## config.mk

```make
export PLATFORM = sky130hd
export DESIGN_NAME = ifid_fetch_buffer
export DESIGN_NICKNAME = d
export VERILOG_FILES = /design/src/rtl/ifid_fetch_buffer.sv
export SDC_FILE = /design/constraint.sdc
export NUM_CORES = 1
export LEC_CHECK = 0
export ABC_AREA = 1
export CORE_UTILIZATION = 45
export CTS_BUF_LIST = sky130_fd_sc_hd__clkbuf_2 sky130_fd_sc_hd__clkbuf_4 sky130_fd_sc_hd__clkbuf_8
export DETAILED_ROUTE_END_ITERATION = 16
export GPL_TIMING_DRIVEN = 0
export PLACE_DENSITY = 0.75
export SKIP_LAST_GASP = 1
export SLEW_MARGIN = 5
export SYNTH_ARGS = -nofsm -noshare
export SYNTH_HDL_FRONTEND = slang
export SYNTH_SLANG_ARGS = --single-unit
```

## constraint.sdc

```tcl
create_clock -name i_clk -period 1.9 [get_ports i_clk]
set_input_delay 0.57 -clock i_clk [delete_from_list [all_inputs] [get_ports i_clk]]
set_output_delay 0.57 -clock i_clk [all_outputs]
set_load 0.005 [all_outputs]
```

## src/rtl/ifid_fetch_buffer.sv

```systemverilog
// Two-entry fetch/decode skid buffer with flush and sticky HALT latch.
// Optional macro IFID_BYPASS_EN: an empty buffer forwards if_* to id_* in the same cycle.
module ifid_fetch_buffer #(
  parameter int               WIDTH     = 16,
  parameter logic [WIDTH-1:0] NOP_INSTR = 16'h0800
) (
  input  logic             i_clk,
  input  logic             i_rst,
  input  logic             i_if_valid,
  input  logic [WIDTH-1:0] i_if_instr,
  input  logic [WIDTH-1:0] i_if_pc,
  input  logic [WIDTH-1:0] i_if_pc2,
  output logic             o_if_ready,
  input  logic             i_flush,
  input  logic             i_id_ready,
  output logic             o_id_valid,
  output logic [WIDTH-1:0] o_id_instr,
  output logic [WIDTH-1:0] o_id_pc,
  output logic [WIDTH-1:0] o_id_pc2,
  output logic [1:0]       o_count,
  output logic             o_halted
);

  logic [WIDTH-1:0] r_instr [0:1];
  logic [WIDTH-1:0] r_pc    [0:1];
  logic [WIDTH-1:0] r_pc2   [0:1];
  logic             r_rptr;
  logic             r_wptr;
  logic [1:0]       r_count;
  logic             r_halted;

  logic             w_bypass;
  logic             w_valid;
  logic [WIDTH-1:0] w_head_instr;
  logic [WIDTH-1:0] w_head_pc;
  logic [WIDTH-1:0] w_head_pc2;
  logic             w_push;
  logic             w_pop;
  logic             w_write;
  logic             w_read;
  logic             w_halt_pop;

  assign o_if_ready = ~r_halted & (r_count != 2'd2);

`ifdef IFID_BYPASS_EN
  assign w_bypass = (r_count == 2'd0) & i_if_valid & ~i_flush & ~r_halted;
`else
  assign w_bypass = 1'b0;
`endif

  assign w_valid      = (~r_halted & (r_count != 2'd0)) | w_bypass;
  assign w_head_instr = w_bypass ? i_if_instr : r_instr[r_rptr];
  assign w_head_pc    = w_bypass ? i_if_pc    : r_pc[r_rptr];
  assign w_head_pc2   = w_bypass ? i_if_pc2   : r_pc2[r_rptr];

  assign w_push     = i_if_valid & o_if_ready & ~i_flush;
  assign w_pop      = w_valid & i_id_ready & ~i_flush;
  // A bypassed word consumed in the same cycle never touches storage.
  assign w_write    = w_push & ~(w_bypass & w_pop);
  assign w_read     = w_pop & ~w_bypass;
  assign w_halt_pop = w_pop & (w_head_instr[WIDTH-1 -: 5] == 5'b00000);

  assign o_id_valid = w_valid;
  assign o_id_instr = w_valid ? w_head_instr : NOP_INSTR;
  assign o_id_pc    = w_valid ? w_head_pc    : '0;
  assign o_id_pc2   = w_valid ? w_head_pc2   : '0;
  assign o_count    = r_count;
  assign o_halted   = r_halted;

  always_ff @(posedge i_clk or negedge i_rst) begin
    if (!i_rst) begin
      for (int i = 0; i < 2; i++) begin
        r_instr[i] <= '0;
        r_pc[i]    <= '0;
        r_pc2[i]   <= '0;
      end
      r_rptr   <= 1'b0;
      r_wptr   <= 1'b0;
      r_count  <= 2'd0;
      r_halted <= 1'b0;
    end else if (i_flush && !r_halted) begin
      r_rptr  <= 1'b0;
      r_wptr  <= 1'b0;
      r_count <= 2'd0;
    end else if (w_halt_pop) begin
      // Younger entries and any same-cycle push die with the HALT.
      r_halted <= 1'b1;
      r_count  <= 2'd0;
      r_rptr   <= 1'b0;
      r_wptr   <= 1'b0;
    end else begin
      if (w_write) begin
        r_instr[r_wptr] <= i_if_instr;
        r_pc[r_wptr]    <= i_if_pc;
        r_pc2[r_wptr]   <= i_if_pc2;
        r_wptr          <= ~r_wptr;
      end
      if (w_read) begin
        r_rptr <= ~r_rptr;
      end
      r_count <= r_count + {1'b0, w_write} - {1'b0, w_read};
    end
  end

endmodule

```

==> results.sh <==
export IMPL_start_util=0.461
export IMPL_vias=6654
export IMPL_worst_skew_pair_late_latency_ps=410
export IMPL_syn_nets=782
export IMPL_ys_seq_elements=101
export IMPL_dieArea_sq_um=12100
export IMPL_worstHoldPathType="in -> async"
export IMPL_syn_area_sq_um=5260
export IMPL_final_antenna_net_count=0
export IMPL_grt_max_degree=70
export IMPL_clk_path_buf_depth=2
export IMPL_worst_hold_slack_ps=98.4
export IMPL_cts_sinks=101
export IMPL_coreArea_sq_um=11400
export IMPL_power_internal_uw=2870
export IMPL_rsz0062_at_grt="yes"
export IMPL_comb_power_share=0.049
export IMPL_port_buffers=105
export IMPL_yosys_area_top_type="dfrtp_1"
export IMPL_n_antenna_cell=0
export IMPL_antenna_found_initial=0
export IMPL_grt_pass1_wl_mm=28.9
export IMPL_overflow=0
export IMPL_relSlewSlack=0.615
export IMPL_total_power_uw=3830
export IMPL_min_period_ps=2430
export IMPL_clk_pin_slew_ps=120
export IMPL_root_buffer="clkbuf_8"
export IMPL_drt_vias_per_instance=6.13
export IMPL_drcViolationCount=0
export IMPL_drt_wl_total_mm=25.0
export IMPL_hold_viol=0
export IMPL_std_cell_rows=39
export IMPL_required_ps=1330
export IMPL_grtUsageTotal=0.318
export IMPL_cts_buffers_inserted=9
export IMPL_gp_congestion=0.852
export IMPL_final_setup_viol_count=152
export IMPL_max_slew_worst_pin_slew_ps=578
export IMPL_min_period_over_period=1.28
export IMPL_cts_tree="built"
export IMPL_dpl_hpwl_mm=10.2
export IMPL_synthTopCellsByArea="dfrtp_1 48%, nand2_1 28%, nand4_1 11%"
export IMPL_worst_setup_path_end_kind="primary output"
export IMPL_vdd_ir_drop_max_v=0.000441
export IMPL_drt_iter0_drc=729
export IMPL_ctsHoldBuffers=0
export IMPL_arrival_ps=1860
export IMPL_max_freq_mhz=411
export IMPL_finalNetCount=993
export IMPL_pwr_share_seq=0.561
export IMPL_p_leak_uw=0.00504
export IMPL_outcome="finished with violations"
export IMPL_timing_final_ws_setup_ps=-534
export IMPL_post_drt_wl_per_cell_microns=23.1
export IMPL_dp_slack_ps=-738
export IMPL_grt_pass1_vias=5553
export IMPL_yosysWarnings=0
export IMPL_critPathMaxFanout=3
export IMPL_p_per_area_nw_per_um2=427
export IMPL_synth_cells=727
export IMPL_crit_type="reg -> out"
export IMPL_switchingPower_uw=955
export IMPL_maxCapViolCount=0
export IMPL_synth_distinct_cells=22
export IMPL_failed_checks="negative setup slack"
export IMPL_p_sw_frac=0.250
export IMPL_startpoint_type="flip-flop"
export IMPL_drive_above_1_share=0.430
export IMPL_yosysSeqAreaShare=0.480
export IMPL_syn2layout_area_growth_pct=70.2
export IMPL_avgSynthCellArea_sq_um=7.24
export IMPL_finClkSkew_ps=23.6
export IMPL_cts_htree_levels=3
export IMPL_die_w_microns=110
export IMPL_maxSlewViolCount=0
export IMPL_synth_top_area_frac=0.480
export IMPL_ios=106
export IMPL_clockPowerShare=0.389
export IMPL_dr_pass1_iters=6
export IMPL_fp_dieH_microns=110
-- final cells by class --
class | instances | area [sq um]
buffer | 52 | 697
clock buffer | 10 | 131
clock inverter | 5 | 61.3
fill | 659 | 2470
inverter | 64 | 258
multi-input combinational | 507 | 2970
sequential | 101 | 2530
tap | 143 | 179
timing repair buffer | 203 | 2130
-- metal layers --
metal / routed length (microns) / up-vias / global-route usage
met5: 0 / - / 0
met3: 3170 / 187 / 0.0617
met1: 8660 / 3116 / 0.402
met4: 1800 / 0 / 0.158
li1: - / 2720 / -
met2: 11400 / 631 / 0.523
-- what timing repair did --
item	4_1_cts	5_1_grt
cloned	15	11
resized for setup	396	245
setup buffers	50	25
pin swaps	68	60
setup endpoints to repair	99	154
-- registers in the layout, indices dropped and copies added, names as in the netlist --
signal	cells
o_halted	1
r_pc2	32
r_wptr	1
o_count	2
r_pc	32
r_instr	32
r_rptr	1
-- cell usage after synthesis, drive strengths merged --
master  instances
nor2           12
o21ai           2
nand2         388
nand3           3
nor3            1
dfrtp         101
clkbuf         33
nand4          96
ha              2
inv            64
xor2            1
a21oi           1
xnor2           1
buf            22
-- worst paths after layout --
path,endpoint,slack [ps],cells past startpoint,start
setup / recovery,o_id_pc2[15],-530,10,r_rptr
hold / removal,r_pc[2],100,1,i_rst
setup reg to reg,r_instr[2],-490,18,r_rptr
hold reg to reg,r_pc[30],480,2,r_pc[30]
max in group asynchronous,r_pc2[24],1080,2,i_rst
min in group i_clk,r_pc[30],480,2,r_pc[30]
-- logic make-up after synthesis --
| kind of cell | Yosys count | share of synthesized area |
|---|---|---|
| adder cells (fa/ha/maj) | 2 | 0.00476 |
| AND/OR/NAND/NOR | 500 | 0.409 |
| flip-flops | 101 | 0.480 |
| XOR/XNOR | 2 | 0.00333 |
| AO/OA/AOI/OAI | 3 | 0.00357 |
| buffers and inverters | 119 | 0.0987 |
-- worst max-delay path: stages, from the launching register on --
cell	delay, ps
dfrtp_2	460
inv_4	70
buf_4	150
buf_12	130
buf_16	130
buf_6	120
nand2_1	80
nand2_1	70
nand2_1	90
inv_1	40
buf_2	120
-- through the flow --
stage           util  area [sq um]  setup TNS [ps]  instances
2_1_floorplan      -          5260               0        727
3_3_place_gp   0.568          6490         -403130        975
3_5_place_dp   0.571          6520          -67760        976
4_1_cts        0.683          7800          -21550       1055
5_1_grt        0.784          8950          -60530       1085
6_report       0.784          8950          -56580       1085
-- cell usage in the layout (no fill, tap or decap), drive strengths merged --
cell	instances
a21oi	1
buf	151
bufinv	1
clkbuf	61
clkdlybuf4s50	50
clkinv	1
clkinvlp	3
dfrtp	101
dlygate4sd2	1
dlymetal6s2s	2
ha	2
inv	64
nand2	388
nand3	3
nand4	96
nor2	12
nor3	1
o21ai	2
xnor2	1
xor2	1
-- power by group through the flow --
stage	Clock, uW	Sequential [uW]	Combinational, uW
2_1_floorplan	0	2190	0.894
3_3_place_gp	0	2190	174
3_5_place_dp	0	2190	184
4_1_cts	1400	2150	184
5_1_grt	1550	2150	200
6_report	1490	2150	189
Note: power is estimated with default switching activity, not from simulation.
